==> config.mk <==
export PLATFORM = sky130hd
export DESIGN_NAME = acc_cpu_param
export DESIGN_NICKNAME = d
export VERILOG_FILES = /design/src/rtl/acc_cpu_pkg.sv /design/src/rtl/acc_cpu_alu.sv /design/src/rtl/acc_cpu_param.sv
export SDC_FILE = /design/constraint.sdc
export NUM_CORES = 1
export LEC_CHECK = 0
export BUFFER_PORTS_ARGS = -buffer_cell sky130_fd_sc_hd__buf_2
export CAP_MARGIN = 20
export CORE_MARGIN = 2
export CORE_UTILIZATION = 25
export CTS_CLUSTER_DIAMETER = 60
export DETAILED_ROUTE_END_ITERATION = 12
export SLEW_MARGIN = 5
export SYNTH_ARGS = -nofsm -noshare
export SYNTH_HDL_FRONTEND = slang
export SYNTH_SLANG_ARGS = --single-unit
==> constraint.sdc <==
create_clock -name clock -period 4 [get_ports clock]
set_input_delay 0.2 -clock clock [delete_from_list [all_inputs] [get_ports clock]]
set_output_delay 0.2 -clock clock [all_outputs]
set_load 0.03 [all_outputs]
==> src/rtl/acc_cpu_pkg.sv <==
// acc_cpu_pkg: shared types and helpers for the parametrised accumulator CPU.
// Holds the opcode, FSM-state and ALU-select enums plus the instruction-field
// extraction helpers. Optional feature macro used by the design: ACC_CPU_IMM_EN.
package acc_cpu_pkg;

    localparam int OPC_W = 3;

    // Widest instruction word the field helpers accept.
    localparam int MAX_W = 64;

    typedef enum logic [OPC_W-1:0] {
        OP_HLT = 3'b000,
        OP_LDA = 3'b001,
        OP_ADD = 3'b010,
        OP_SUB = 3'b011,
        OP_STA = 3'b100,
        OP_JMP = 3'b101,
        OP_JZ  = 3'b110,
        OP_EXT = 3'b111
    } opcode_e;

    typedef enum logic [2:0] {
        ST_FETCH   = 3'd0,
        ST_DECODE  = 3'd1,
        ST_EXEC_RD = 3'd2,
        ST_EXEC_WR = 3'd3,
        ST_HALT    = 3'd4
    } state_e;

    typedef enum logic [1:0] {
        ALU_PASS = 2'd0,
        ALU_ADD  = 2'd1,
        ALU_SUB  = 2'd2
    } alu_op_e;

    // The opcode lives in the top OPC_W bits of a data_w-wide instruction.
    function automatic opcode_e opcode_of(input logic [MAX_W-1:0] word, input int data_w);
        return opcode_e'(word[data_w-1 -: OPC_W]);
    endfunction

    // The operand is the low addr_w bits, returned zero-extended.
    function automatic logic [MAX_W-1:0] operand_of(input logic [MAX_W-1:0] word, input int addr_w);
        return word & ((64'd1 << addr_w) - 64'd1);
    endfunction

endpackage

==> src/rtl/acc_cpu_alu.sv <==
// acc_cpu_alu: combinational accumulator ALU.
// ADD reports carry-out, SUB reports borrow (a < b), PASS forwards b.
// Zero is always computed on the produced result.
module acc_cpu_alu
    import acc_cpu_pkg::*;
#(
    parameter int DATA_W = 8
) (
    input  logic [DATA_W-1:0] a,
    input  logic [DATA_W-1:0] b,
    input  alu_op_e           op,
    output logic [DATA_W-1:0] result,
    output logic              carry,
    output logic              zero
);

    logic [DATA_W:0] wide;

    // One extra bit holds the carry (ADD) or the borrow (SUB wraps negative).
    always_comb begin
        wide = {1'b0, b};
        case (op)
            ALU_ADD: wide = {1'b0, a} + {1'b0, b};
            ALU_SUB: wide = {1'b0, a} - {1'b0, b};
            default: wide = {1'b0, b};
        endcase
        result = wide[DATA_W-1:0];
        carry  = wide[DATA_W];
        zero   = (wide[DATA_W-1:0] == '0);
    end

endmodule

==> src/rtl/acc_cpu_param.sv <==
// acc_cpu_param: parametrised accumulator CPU, controller and datapath in one.
// Talks to a single-port memory with a ready handshake; strobe, address and
// store data come from registers and stay put until the access completes.
// Optional feature: define ACC_CPU_IMM_EN to turn opcode 111 into ADDI
// (zero-extended operand added to ACC in DECODE); otherwise 111 is a NOP.
module acc_cpu_param
    import acc_cpu_pkg::*;
#(
    parameter int DATA_W = 8,
    parameter int ADDR_W = 5
) (
    input  logic              clock,
    input  logic              reset,
    output logic [ADDR_W-1:0] mem_addr,
    output logic              mem_rd,
    output logic              mem_wr,
    output logic [DATA_W-1:0] mem_wdata,
    input  logic [DATA_W-1:0] mem_rdata,
    input  logic              mem_ready,
    output logic              halted,
    output logic [DATA_W-1:0] acc_out,
    output logic [ADDR_W-1:0] pc_out,
    output logic [DATA_W-1:0] ir_out,
    output logic [1:0]        flags_out
);

    state_e            state;
    logic [ADDR_W-1:0] pc;
    logic [DATA_W-1:0] acc;
    logic [DATA_W-1:0] ir;
    logic              c_flag;
    logic              z_flag;
    logic              rd_q;
    logic              wr_q;
    logic [ADDR_W-1:0] addr_q;
    logic [DATA_W-1:0] wdata_q;
    logic              halted_q;

    logic [MAX_W-1:0]  ir_wide;
    opcode_e           opcode;
    logic [ADDR_W-1:0] operand;
    logic [ADDR_W-1:0] pc_next;
    logic [DATA_W-1:0] imm;
    logic [DATA_W-1:0] alu_b;
    alu_op_e           alu_op;
    logic [DATA_W-1:0] alu_result;
    logic              alu_carry;
    logic              alu_zero;

    assign ir_wide = MAX_W'(ir);
    assign opcode  = opcode_of(ir_wide, DATA_W);
    assign operand = ir[ADDR_W-1:0];
    assign pc_next = pc + 1'b1;
    assign imm     = {{(DATA_W-ADDR_W){1'b0}}, operand};

    // ADDI adds the immediate during DECODE; memory ops use read data in EXEC_RD.
    always_comb begin
        alu_b  = mem_rdata;
        alu_op = ALU_PASS;
        if (state == ST_DECODE) begin
            alu_b = imm;
        end
        case (opcode)
            OP_ADD:  alu_op = ALU_ADD;
            OP_SUB:  alu_op = ALU_SUB;
            OP_EXT:  alu_op = ALU_ADD;
            default: alu_op = ALU_PASS;
        endcase
    end

    acc_cpu_alu #(
        .DATA_W (DATA_W)
    ) u_alu (
        .a      (acc),
        .b      (alu_b),
        .op     (alu_op),
        .result (alu_result),
        .carry  (alu_carry),
        .zero   (alu_zero)
    );

    // Main FSM: every state transition also sets up the next bus access so the
    // strobe is already registered when the new state begins. The read strobe
    // resets high because the first cycle after reset is a fetch from 0.
    always_ff @(posedge clock or negedge reset) begin
        if (!reset) begin
            state    <= ST_FETCH;
            pc       <= '0;
            acc      <= '0;
            ir       <= '0;
            c_flag   <= 1'b0;
            z_flag   <= 1'b0;
            rd_q     <= 1'b1;
            wr_q     <= 1'b0;
            addr_q   <= '0;
            wdata_q  <= '0;
            halted_q <= 1'b0;
        end else begin
            case (state)
                ST_FETCH: begin
                    if (mem_ready) begin
                        ir    <= mem_rdata;
                        rd_q  <= 1'b0;
                        state <= ST_DECODE;
                    end
                end

                ST_DECODE: begin
                    pc <= pc_next;
                    case (opcode)
                        OP_LDA, OP_ADD, OP_SUB: begin
                            rd_q   <= 1'b1;
                            addr_q <= operand;
                            state  <= ST_EXEC_RD;
                        end
                        OP_STA: begin
                            wr_q    <= 1'b1;
                            addr_q  <= operand;
                            wdata_q <= acc;
                            state   <= ST_EXEC_WR;
                        end
                        OP_JMP: begin
                            pc     <= operand;
                            rd_q   <= 1'b1;
                            addr_q <= operand;
                            state  <= ST_FETCH;
                        end
                        OP_JZ: begin
                            if (z_flag) begin
                                pc     <= operand;
                                addr_q <= operand;
                            end else begin
                                addr_q <= pc_next;
                            end
                            rd_q  <= 1'b1;
                            state <= ST_FETCH;
                        end
                        OP_EXT: begin
`ifdef ACC_CPU_IMM_EN
                            acc    <= alu_result;
                            c_flag <= alu_carry;
                            z_flag <= alu_zero;
`endif
                            rd_q   <= 1'b1;
                            addr_q <= pc_next;
                            state  <= ST_FETCH;
                        end
                        OP_HLT: begin
                            halted_q <= 1'b1;
                            state    <= ST_HALT;
                        end
                    endcase
                end

                ST_EXEC_RD: begin
                    if (mem_ready) begin
                        acc    <= alu_result;
                        z_flag <= alu_zero;
                        if (opcode != OP_LDA) begin
                            c_flag <= alu_carry;
                        end
                        rd_q   <= 1'b1;
                        addr_q <= pc;
                        state  <= ST_FETCH;
                    end
                end

                ST_EXEC_WR: begin
                    if (mem_ready) begin
                        wr_q   <= 1'b0;
                        rd_q   <= 1'b1;
                        addr_q <= pc;
                        state  <= ST_FETCH;
                    end
                end

                ST_HALT: begin
                    halted_q <= 1'b1;
                end

                default: begin
                    state <= ST_FETCH;
                end
            endcase
        end
    end

    // The read strobe is masked by reset so it is low while reset is held.
    assign mem_rd    = rd_q & reset;
    assign mem_wr    = wr_q;
    assign mem_addr  = addr_q;
    assign mem_wdata = wdata_q;
    assign halted    = halted_q;
    assign acc_out   = acc;
    assign pc_out    = pc;
    assign ir_out    = ir;
    assign flags_out = {c_flag, z_flag};

endmodule
### After elaboration in Yosys (flattened, before gate mapping)

Index checks and enable logic that the tools add are counted.

| operators by class | value |
|---|---|
| add/sub/neg operators | 3 |
| equal/unequal tests | 21 |
| multiplexer cells | 20 |
| bitwise logic cells | 2 |
| reductions and logical operators | 22 |

Operator list:

| kind | number |
|---|---|
| 3-bit one-hot mux with 4 select lines | 2 |
| 5-bit one-hot mux with 2 select lines | 2 |
| 9-bit one-hot mux with 2 select lines | 1 |
| 3-bit == test, second input constant | 5 |
| 5-bit one-hot mux with 3 select lines | 1 |
| 3-bit by 2-bit == test with 1-bit output, second input constant | 4 |
| 3-bit AND reduction | 4 |
| 5-bit two-way mux | 2 |
| 8-bit by 8-bit adder with 9-bit output | 1 |
| 8-bit by 8-bit subtractor with 9-bit output | 1 |
| 8-bit zero test | 1 |
| 8-bit two-way mux | 1 |
| 2-bit AND reduction | 4 |
| 3-bit by 1-bit == test with 1-bit output, second input constant | 2 |
| 3-bit zero test | 2 |
| 3-bit two-way mux | 2 |
| 2-bit by 1-bit != test with 1-bit output, second input constant | 3 |
| 2-bit != test, second input constant | 3 |
| 2-bit nonzero test | 3 |
| 3-bit OR reduction | 2 |
| 6-bit OR reduction | 1 |
| 5-bit by 1-bit adder with 5-bit output, second input constant | 1 |
| 1-bit two-way mux | 5 |
| 5-bit OR reduction | 1 |
| 12 further kinds | 14 |

| word-level totals | value |
|---|---|
| bits in registers | 42 |
| input port bits | 11 |
| output and inout port bits | 39 |
| word-level logic and storage cells | 79 |

### Longest topological paths before layout

Gate-level depths: netlist of run 1.

| logic depth | value |
|---|---|
| depth after elaboration | 6 |
| gate-level depth with buffers | 16 |
| depth with buffers taken out | 14 |

### Hierarchy

From an unflattened synthesis of run 1, not the netlist that was laid out.

| second synthesis, totals | value |
|---|---|
| cell total of the unflattened synthesis | 323 |
| area total of the unflattened synthesis | 3067.9 µm² |

By module, submodules not included:

| module | instances | cells each | area each (µm²) | seq. area each (µm²) |
|---|---|---|---|---|
| acc_cpu_param | 1 | 223 | 2326.0 | 1052.3 |
| acc_cpu_alu | 1 | 100 | 742.0 | 0.0 |

### Least setup slack after synthesis of run 1

Ideal clock, no wire load.

| path | value |
|---|---|
| kind | register to register |
| start | register ir[7], in the netlist ir_out[7] |
| end | register acc[6], in the netlist acc_out[6] |
| library setup time | 0.125 ns |
| arrival time | 3.168 ns |
| data required time | 3.875 ns |
| path slack | 0.707 ns |
| cell stages (with the launch flop) | 16 |
| buffers on the path | 2 |
| clock period less this slack | 3.293 ns |
| cells stage by stage | dfrtp_1 buf_2 xnor2_1 nand2_1 ha_1 clkbuf_1 a311oi_4 nor2_2 nor2_2 xor2_1 ha_1 nor3b_1 a211oi_1 xor2_1 o21ai_0 mux2_2 |

| on the way | value |
|---|---|
| longest elaborated chain between the ends | 5 |
| elaborated cells between the ends (all ways) | 8 |
| classes of those cells | 5 x eq/ne; 2 x mux; 1 x reduce/logical |

Ends and longest elaborated chain:

| element | line | source |
|---|---|---|
| start, declared | acc_cpu_param.sv:30 | `logic [DATA_W-1:0] ir;` |
| start signal, assigned | acc_cpu_param.sv:102 | `ir <= mem_rdata;` |
| 3-bit == test / 3-bit by 2-bit == test with 1-bit output (equally long branches) | acc_cpu_param.sv:63 | `case (opcode)` |
| 2-bit OR reduction (no source line) | n/a |  |
| 2-bit one-hot mux with 2 select lines * | acc_cpu_param.sv:63 |  |
| 2-bit == test / 2-bit by 1-bit == test with 1-bit output (equally long branches) | acc_cpu_alu.sv:22 | `case (op)` |
| 9-bit one-hot mux with 2 select lines * | acc_cpu_alu.sv:22 |  |
| end signal, assigned | acc_cpu_param.sv:157 | `acc <= alu_result;` |
| end, declared | acc_cpu_param.sv:29 | `logic [DATA_W-1:0] acc;` |

Every way passes the cells marked *; elsewhere a longest branch is shown, timed or not.
A chain may end at the register's enable or synchronous reset.

### Worst setup path in the final report of run 1

Ends and elaborated chain as after synthesis.

==> results of run 1 <==
layer usage:
metal	vias up	track usage	routed length (um)
met3	7	0.0301	350
met2	56	0.189	3330
met5	-	0	0
li1	1166	-	-
met1	1116	0.169	3420
met4	0	0.0412	101
worst min path at each step:
| stage | from | depth (start not counted) | slack [ps] | end |
|---|---|---|---|---|
| finish | mem_ready | 2 | 180 | state[1] |
| global route | mem_ready | 2 | 170 | state[1] |
| CTS | mem_ready | 2 | 160 | state[1] |
| detailed placement | reset | 2 | 330 | mem_wdata[0] |
| global placement | reset | 2 | 330 | mem_wdata[1] |
| floorplan | reset | 0 | -100 | acc_out[0] |
cell usage in the layout, fill, tap and decap left out, types with 4 or more instances in the layout:
| cell | count |
|---|---|
| xor2_1 | 7 |
| nand3_1 | 11 |
| clkbuf_8 | 5 |
| ha_1 | 10 |
| o31ai_1 | 5 |
| o21ai_0 | 23 |
| nand2_1 | 41 |
| inv_1 | 9 |
| xnor2_1 | 6 |
| nor3_1 | 8 |
| nor2_1 | 22 |
| mux2_2 | 20 |
| mux2i_1 | 8 |
| dfrtp_1 | 41 |
| buf_2 | 49 |
| or3_1 | 4 |
| a21oi_1 | 26 |
| nand2b_1 | 5 |
cell type report:
cell class	instances	share of cell area
multi-input cells	236	0.487
flip-flops and latches	42	0.330
repair buffers	53	0.0872
well taps	140	0.0550
clock buffers	5	0.0216
inverters	10	0.0118
clock inverters	3	0.00668
stage by stage:
step	hold WS, ps	worst slack (ps)	instance area (um2)
2_1_floorplan	-95.6	707	2730
3_3_place_gp	325	783	3090
3_5_place_dp	328	670	3090
4_1_cts	159	633	3190
5_1_grt	171	385	3190
6_report	178	623	3190
what timing repair did:
| item | 4_1_cts | 5_1_grt |
|---|---|---|
| hold buffers | 1 | 0 |
| endpoints found under the hold margin | 33 | 0 |
| buffers inserted | 0 | 0 |
sequential cells by signal, indices dropped and copies added, names as in the netlist, 3 cells and up:
name and cells:
ir_out 8, mem_addr 5, acc_out 8, mem_wdata 8, state 3, pc_out 5
kinds of logic (layout without fill, tap and decap cells):
family / count (synthesis) / after routing
muxes: 28 / 28
buffers and inverters: 26 / 71
and+or+nand+nor: 111 / 111
adders and majority gates: 11 / 11
DFF: 42 / 42
xor gates and xnor gates: 13 / 13
AOI/OAI and AO/OA: 73 / 73
worst max-delay path, cell delays in order, from the launching register on:
cell and delay (ps):
dfrtp_1 550, xnor2_1 170, nand2_1 80, ha_1 360, a311oi_4 410, nor2_2 80, nor2_2 130, xor2_1 160
ha_1 300, nor3b_1 180, a211oi_1 260, xor2_1 170, o21ai_0 130, mux2_2 300
==> impl_metrics.env, run 1 <==
export IMPL_status="finished, final reports clean"
export IMPL_cts_root_buffer="clkbuf_8"
export IMPL_arrival_ps=3570
export IMPL_synth_area_mm2=0.00273
export IMPL_clk_path_buf_depth=2
export IMPL_synth_xor_area_frac=0.0417
export IMPL_syn_nets=326
export IMPL_ff2ff_path_depth=13
export IMPL_setup_violations=0
export IMPL_fin_skew_ps=15.7
export IMPL_drive_gt1_frac=0.249
export IMPL_htree_num_levels=2
export IMPL_dp_cells=480
export IMPL_fin_util=0.296
export IMPL_die_area_mm2=0.0118
export IMPL_cts_resized=0
export IMPL_required_ps=4190
export IMPL_detail_route_antenna_nets=0
export IMPL_max_slew_margin_rel=0.489
export IMPL_layout_min_cycle_time_ps=3380
export IMPL_grt_pass1_wl_um=11200
export IMPL_r2r_end="acc_out[6]"
export IMPL_ys_seq_elements=42
export IMPL_antenna_found_initial=0
export IMPL_clock_sinks=42
export IMPL_coreArea_mm2=0.0107
export IMPL_grt_max_degree=44
export IMPL_min_period_over_period=0.844
export IMPL_hold_viol=0
export IMPL_drc=0
export IMPL_yosys_top_cells_area="dfrtp_1 (38%), mux2_2 (8.3%), nand2_1 (5.6%)"
export IMPL_cap_violations=0
export IMPL_fp_row_count=38
export IMPL_drtIter0Drc=130
export IMPL_cts_tree="done"
export IMPL_start_util=0.254
export IMPL_nNetsFinal=370
export IMPL_port_buffer_count=49
export IMPL_clock_latency_ps=310
export IMPL_muxShareOfSynthArea=0.112
export IMPL_end_kind="flip-flop"
export IMPL_clkSlewWorstSetupHoldPaths_ps=90
export IMPL_fillCellCount=1159
export IMPL_synth_adder_area_share=0.0532
export IMPL_synth_top_family_by_area="simple AND/OR/NAND/NOR gates"
export IMPL_synth_compound_area_frac=0.163
export IMPL_drt_vias_per_instance=4.80
export IMPL_startpoint="ir_out[7]"
export IMPL_maxSlewViolCount=0
export IMPL_overflow=0
export IMPL_drt_total_wl_um=7200
export IMPL_yosysWarnings=0
export IMPL_gp_routability_congestion=0.894
export IMPL_fin_setup_tns_ps=0
export IMPL_die_h_um=108
export IMPL_timing_rr_start="ir_out[7]"
export IMPL_clock_fmax_mhz=296
export IMPL_wire_per_inst_um=14.7
export IMPL_cts_made_buffers=5
export IMPL_syn_inst=304
export IMPL_ys_seq_area_frac=0.386
export IMPL_num_vias=2345
export IMPL_die_w_um=108
export IMPL_hold_path_class="in -> reg"
export IMPL_synth_ff_type="dfrtp_1"
export IMPL_diodes=0
export IMPL_synth_top_area_frac=0.376
export IMPL_synth_edf_count=0
export IMPL_rsz0062_at_grt="no"
export IMPL_boundaryPins=50
export IMPL_drt_pass1_iterations=4
export IMPL_syn_area_per_cell_um2=8.98
export IMPL_synth_simple_gate_area_frac=0.199
export IMPL_multiInputGateArea_mm2=0.00155
export IMPL_hpwl_um=5460
export IMPL_async_flop_share=1.00
export IMPL_worstPathMaxFanout=10
export IMPL_area_growth_syn_to_layout_pct=16.7
export IMPL_worstSetupStartpointType="flip-flop"
export IMPL_critical_path_class="reg -> reg"
export IMPL_first_global_vias=2125
export IMPL_worstMarginPinSlew_ps=764
export IMPL_ys_types=48
export IMPL_rrSetupSlack_ps=620
export IMPL_final_cells=489
export IMPL_synth_top_cell_by_area="dfrtp_1"
export IMPL_gr_usage_all_layers=0.123
export IMPL_endpoint="acc_out[6]"
export IMPL_seqCellArea_mm2=0.00105
export IMPL_synth_commonest_cells="dfrtp_1 (41), nand2_1 (41), a21oi_1 (26)"
Power of run 1 is not shown: default switching activity piles up to over one toggle a cycle in this logic, so the estimate is an artifact.
==> inputs of run 2 (changes only) <==
==> constraint.sdc (replaced) <==
create_clock -name clock -period 3 [get_ports clock]
set_input_delay 0.15 -clock clock [delete_from_list [all_inputs] [get_ports clock]]
set_output_delay 0.15 -clock clock [all_outputs]
set_load 0.03 [all_outputs]
==> impl_metrics.env, run 2 (synthesis results as in run 1) <==
export IMPL_cap_violations=0
export IMPL_worstSetupStartpointType="flip-flop"
export IMPL_arrival_ps=3200
export IMPL_num_vias=2567
export IMPL_dp_slack_ps=-54.8
export IMPL_cts_made_buffers=5
export IMPL_first_global_vias=2449
export IMPL_area_growth_syn_to_layout_pct=35.9
export IMPL_fp_row_count=38
export IMPL_clk_path_buf_depth=2
export IMPL_endpoint="acc_out[7]"
export IMPL_wire_per_inst_um=15.3
export IMPL_rsz0062_at_grt="yes"
export IMPL_status="complete, but fails checks"
export IMPL_worstMarginPinSlew_ps=754
export IMPL_required_ps=3200
export IMPL_min_period_over_period=1.00
export IMPL_mostFrequentLayoutCell="buf_2"
export IMPL_gp_routability_congestion=0.810
export IMPL_timing_rr_start="state[1]"
export IMPL_layout_min_cycle_time_ps=3010
export IMPL_gr_usage_all_layers=0.138
export IMPL_fin_skew_ps=7.13
export IMPL_start_util=0.254
export IMPL_clkSlewWorstSetupHoldPaths_ps=80
export IMPL_hold_path_class="in -> reg"
export IMPL_coreArea_mm2=0.0107
export IMPL_maxSlewViolCount=0
export IMPL_detail_route_antenna_nets=0
export IMPL_cts_tree="done"
export IMPL_fin_setup_tns_ps=-5.83
export IMPL_fin_ws_ps=-5.83
export IMPL_startpoint="state[1]"
export IMPL_antenna_found_initial=1
export IMPL_setup_violations=1
export IMPL_drive_gt1_frac=0.412
export IMPL_die_h_um=108
export IMPL_grt_pass1_wl_um=12600
export IMPL_critical_path_class="reg -> reg"
export IMPL_clock_latency_ps=310
export IMPL_port_buffer_count=49
export IMPL_final_cell_mix="buf_2 (49), buf_4 (41), nand2_1 (38), dfrtp_1 (38), nor2_1 (22)"
export IMPL_drt_vias_per_instance=4.83
export IMPL_die_w_um=108
export IMPL_max_slew_margin_rel=0.495
export IMPL_cts_root_buffer="clkbuf_8"
export IMPL_hold_viol=0
export IMPL_drtIter0Drc=172
export IMPL_rrSetupSlack_ps=-6
export IMPL_end_kind="flip-flop"
export IMPL_drt_total_wl_um=8110
export IMPL_worstPathMaxFanout=8
export IMPL_r2r_end="acc_out[7]"
export IMPL_diodes=0
export IMPL_drt_pass1_iterations=4
export IMPL_htree_num_levels=2
export IMPL_drc=0
export IMPL_violations="setup timing"
export IMPL_die_area_mm2=0.0118
export IMPL_overflow=0
export IMPL_ff2ff_path_depth=15
export IMPL_timing_hold_ws_ps=125
export IMPL_hpwl_um=5870
export IMPL_nNetsFinal=412
export IMPL_clock_fmax_mhz=333
export IMPL_grt_max_degree=26
export IMPL_clock_sinks=42
export IMPL_boundaryPins=50
==> run 2: cell type report <==
class	instances	area, um2
Fill cell	1121	7040
Multi-Input combinational cell	236	1740
Sequential cell	42	1060
Timing Repair Buffer	95	608
Tap cell	140	175
Clock buffer	7	86.3
Inverter	10	37.5
Clock inverter	1	5.00
==> run 2: through the flow <==
| step | instances | util | cell area (um2) |
|---|---|---|---|
| after floorplan | 304 | - | 2780 |
| after global placement | 506 | 0.309 | 3320 |
| after detailed placement | 506 | 0.309 | 3320 |
| after CTS | 519 | 0.324 | 3480 |
| after global routing | 531 | 0.345 | 3710 |
| final | 531 | 0.345 | 3710 |
==> run 2: timing repair <==
item | CTS | global route
hold buffers | 1 | 0
endpoints found under the setup margin | 3 | 4
gates resized for setup | 7 | 30
buffers inserted | 4 | 12
endpoints found under the hold margin | 17 | 0
cloned | 0 | 0
pin swaps | 3 | 21
==> run 2: worst min-delay path by stage <==
stage                         start            to  slack (ps)  depth (start not counted)
after detailed placement      reset  mem_wdata[1]         140                          1
after CTS                 mem_ready      state[1]         120                          2
after global routing      mem_ready      state[1]         140                          2
after floorplan               reset    acc_out[0]        -150                          0
after global placement        reset  mem_wdata[1]         130                          1
final                     mem_ready      state[1]         130                          2
==> run 2: critical path: stages (launching register included) <==
cell and delay, ps:
dfrtp_1 430, nor3b_4 250, buf_6 160, buf_6 140, a311oi_4 140, buf_4 170, o31ai_2 300, o22ai_4 120
ha_4 230, buf_4 130, o21a_1 90, nor2_1 130, a21oi_2 50, xnor2_1 200, a21oi_2 90, mux2_4 260
==> run 2: per-layer routing <==
metal  GRT usage  routed length (um)
met3      0.0313                 524
met5           0                  13
met4      0.0531                 220
met1       0.175                3390
met2       0.227                3950
Power of run 2 is left out for the same reason.
==> inputs of run 3 (changes only) <==
--- a/config.mk
+++ b/config.mk
@@ -5,12 +5,13 @@
 export SDC_FILE = /design/constraint.sdc
 export NUM_CORES = 1
 export LEC_CHECK = 0
-export BUFFER_PORTS_ARGS = -buffer_cell sky130_fd_sc_hd__buf_2
 export CAP_MARGIN = 20
 export CORE_MARGIN = 2
 export CORE_UTILIZATION = 25
 export CTS_CLUSTER_DIAMETER = 60
 export DETAILED_ROUTE_END_ITERATION = 12
+export DONT_BUFFER_PORTS = 1
+export SETUP_SLACK_MARGIN = 0.02
 export SLEW_MARGIN = 5
 export SYNTH_ARGS = -nofsm -noshare
 export SYNTH_HDL_FRONTEND = slang
==> impl_metrics.env, run 3 (synthesis results as in run 1) <==
export IMPL_seqCellArea_mm2=0.00106
export IMPL_drt_vias_per_instance=4.93
export IMPL_status="finished, final reports clean"
export IMPL_coreArea_mm2=0.0107
export IMPL_drt_total_wl_um=8020
export IMPL_cts_made_buffers=5
export IMPL_start_util=0.254
export IMPL_drive_gt1_frac=0.272
export IMPL_final_cell_mix="nand2_1 (40), dfrtp_1 (38), buf_4 (32)"
export IMPL_layout_min_cycle_time_ps=2990
export IMPL_clock_sinks=42
export IMPL_die_h_um=108
export IMPL_die_w_um=108
export IMPL_end_kind="flip-flop"
export IMPL_drt_pass1_iterations=4
export IMPL_fp_row_count=38
export IMPL_fin_skew_ps=6.96
export IMPL_multiInputGateArea_mm2=0.00168
export IMPL_cap_violations=0
export IMPL_num_vias=2375
export IMPL_boundaryPins=50
export IMPL_die_area_mm2=0.0118
export IMPL_port_buffer_count=0
export IMPL_grt_pass1_wl_um=12400
export IMPL_rsz0062_at_grt="yes"
export IMPL_first_global_vias=2403
export IMPL_grt_max_degree=43
export IMPL_overflow=0
export IMPL_antenna_found_initial=0
export IMPL_nNetsFinal=363
export IMPL_required_ps=3200
export IMPL_clock_latency_ps=310
export IMPL_diodes=0
export IMPL_drc=0
export IMPL_wire_per_inst_um=16.6
export IMPL_arrival_ps=3190
export IMPL_hold_viol=0
export IMPL_drtIter0Drc=159
export IMPL_cts_root_buffer="clkbuf_8"
export IMPL_cts_tree="done"
export IMPL_min_period_over_period=0.998
export IMPL_worstMarginPinSlew_ps=754
export IMPL_worstSetupStartpointType="flip-flop"
export IMPL_max_slew_margin_rel=0.495
export IMPL_worstPathMaxFanout=7
export IMPL_mostFrequentLayoutCell="nand2_1"
export IMPL_area_growth_syn_to_layout_pct=26.0
export IMPL_gp_routability_congestion=0.820
export IMPL_htree_num_levels=2
export IMPL_maxSlewViolCount=0
export IMPL_fillCellCount=1098
export IMPL_setup_violations=0
export IMPL_hold_path_class="in -> reg"
export IMPL_clock_fmax_mhz=334
export IMPL_clk_path_buf_depth=2
export IMPL_detail_route_antenna_nets=0
export IMPL_critical_path_class="reg -> reg"
export IMPL_fin_setup_tns_ps=0
export IMPL_hpwl_um=5650
export IMPL_clkSlewWorstSetupHoldPaths_ps=90
export IMPL_gr_usage_all_layers=0.140
==> run 3: worst paths after layout <==
check	from	to	slack, ps	depth (start not counted)
worst max register to register	ir_out[5]	acc_out[6]	6	14
worst max-delay path	ir_out[5]	acc_out[6]	6	14
min in group asynchronous	reset	mem_wdata[0]	340	2
worst min-delay path	mem_ready	mem_wr	20	3
worst min register to register	rd_q	rd_q	520	1
max in group asynchronous	reset	rd_q	2400	2
==> run 3: cell type report <==
class	instances	share of cell area
clock buffers	7	0.0251
clock inverters	1	0.00146
inverters	10	0.0109
multi-input cells	236	0.488
flip-flops and latches	42	0.307
well taps	140	0.0509
repair buffers	46	0.117
==> run 3: per-stage QoR <==
stage / hold WS [ps] / std cells / worst slack, ps / area [um2] / utilization
2_1_floorplan: -146 / 304 / -59.1 / 2790 / -
3_3_place_gp: -144 / 455 / -46.6 / 3060 / 0.285
3_5_place_dp: -144 / 455 / -20.0 / 3060 / 0.285
4_1_cts: 8.88 / 479 / 22.0 / 3320 / 0.309
5_1_grt: 62.3 / 482 / -102 / 3440 / 0.320
6_report: 22.6 / 482 / 5.87 / 3440 / 0.320
==> run 3: metal layers <==
metal  global-route usage  routed length (um)  share of wire  vias up
li1                     -                   -              -     1157
met1                0.181                3400           0.42     1153
met2                0.212                3750           0.47       57
met3               0.0476                 751          0.094        8
met4               0.0577                 117          0.015        0
met5                    0                   0              0        -
==> run 3: what timing repair did <==
item / in CTS / in global routing
hold buffers: 11 / 0
endpoints found under the hold margin: 52 / 0
setup buffers: 5 / 3
setup endpoints to repair: 4 / 4
resized for setup: 2 / 22
pin swaps: 4 / 16
==> run 3: critical path, cell delays in order (launching register included) <==
cell	delay [ps]
dfrtp_2	440
xnor2_2	150
nand2_1	100
ha_4	210
a311oi_4	270
buf_6	180
nor2_4	40
nor2_4	110
xor2_1	170
ha_1	320
nor3b_4	190
a211oi_2	160
xor2_1	210
o21ai_2	90
mux2_4	260
Power of run 3 is left out for the same reason.
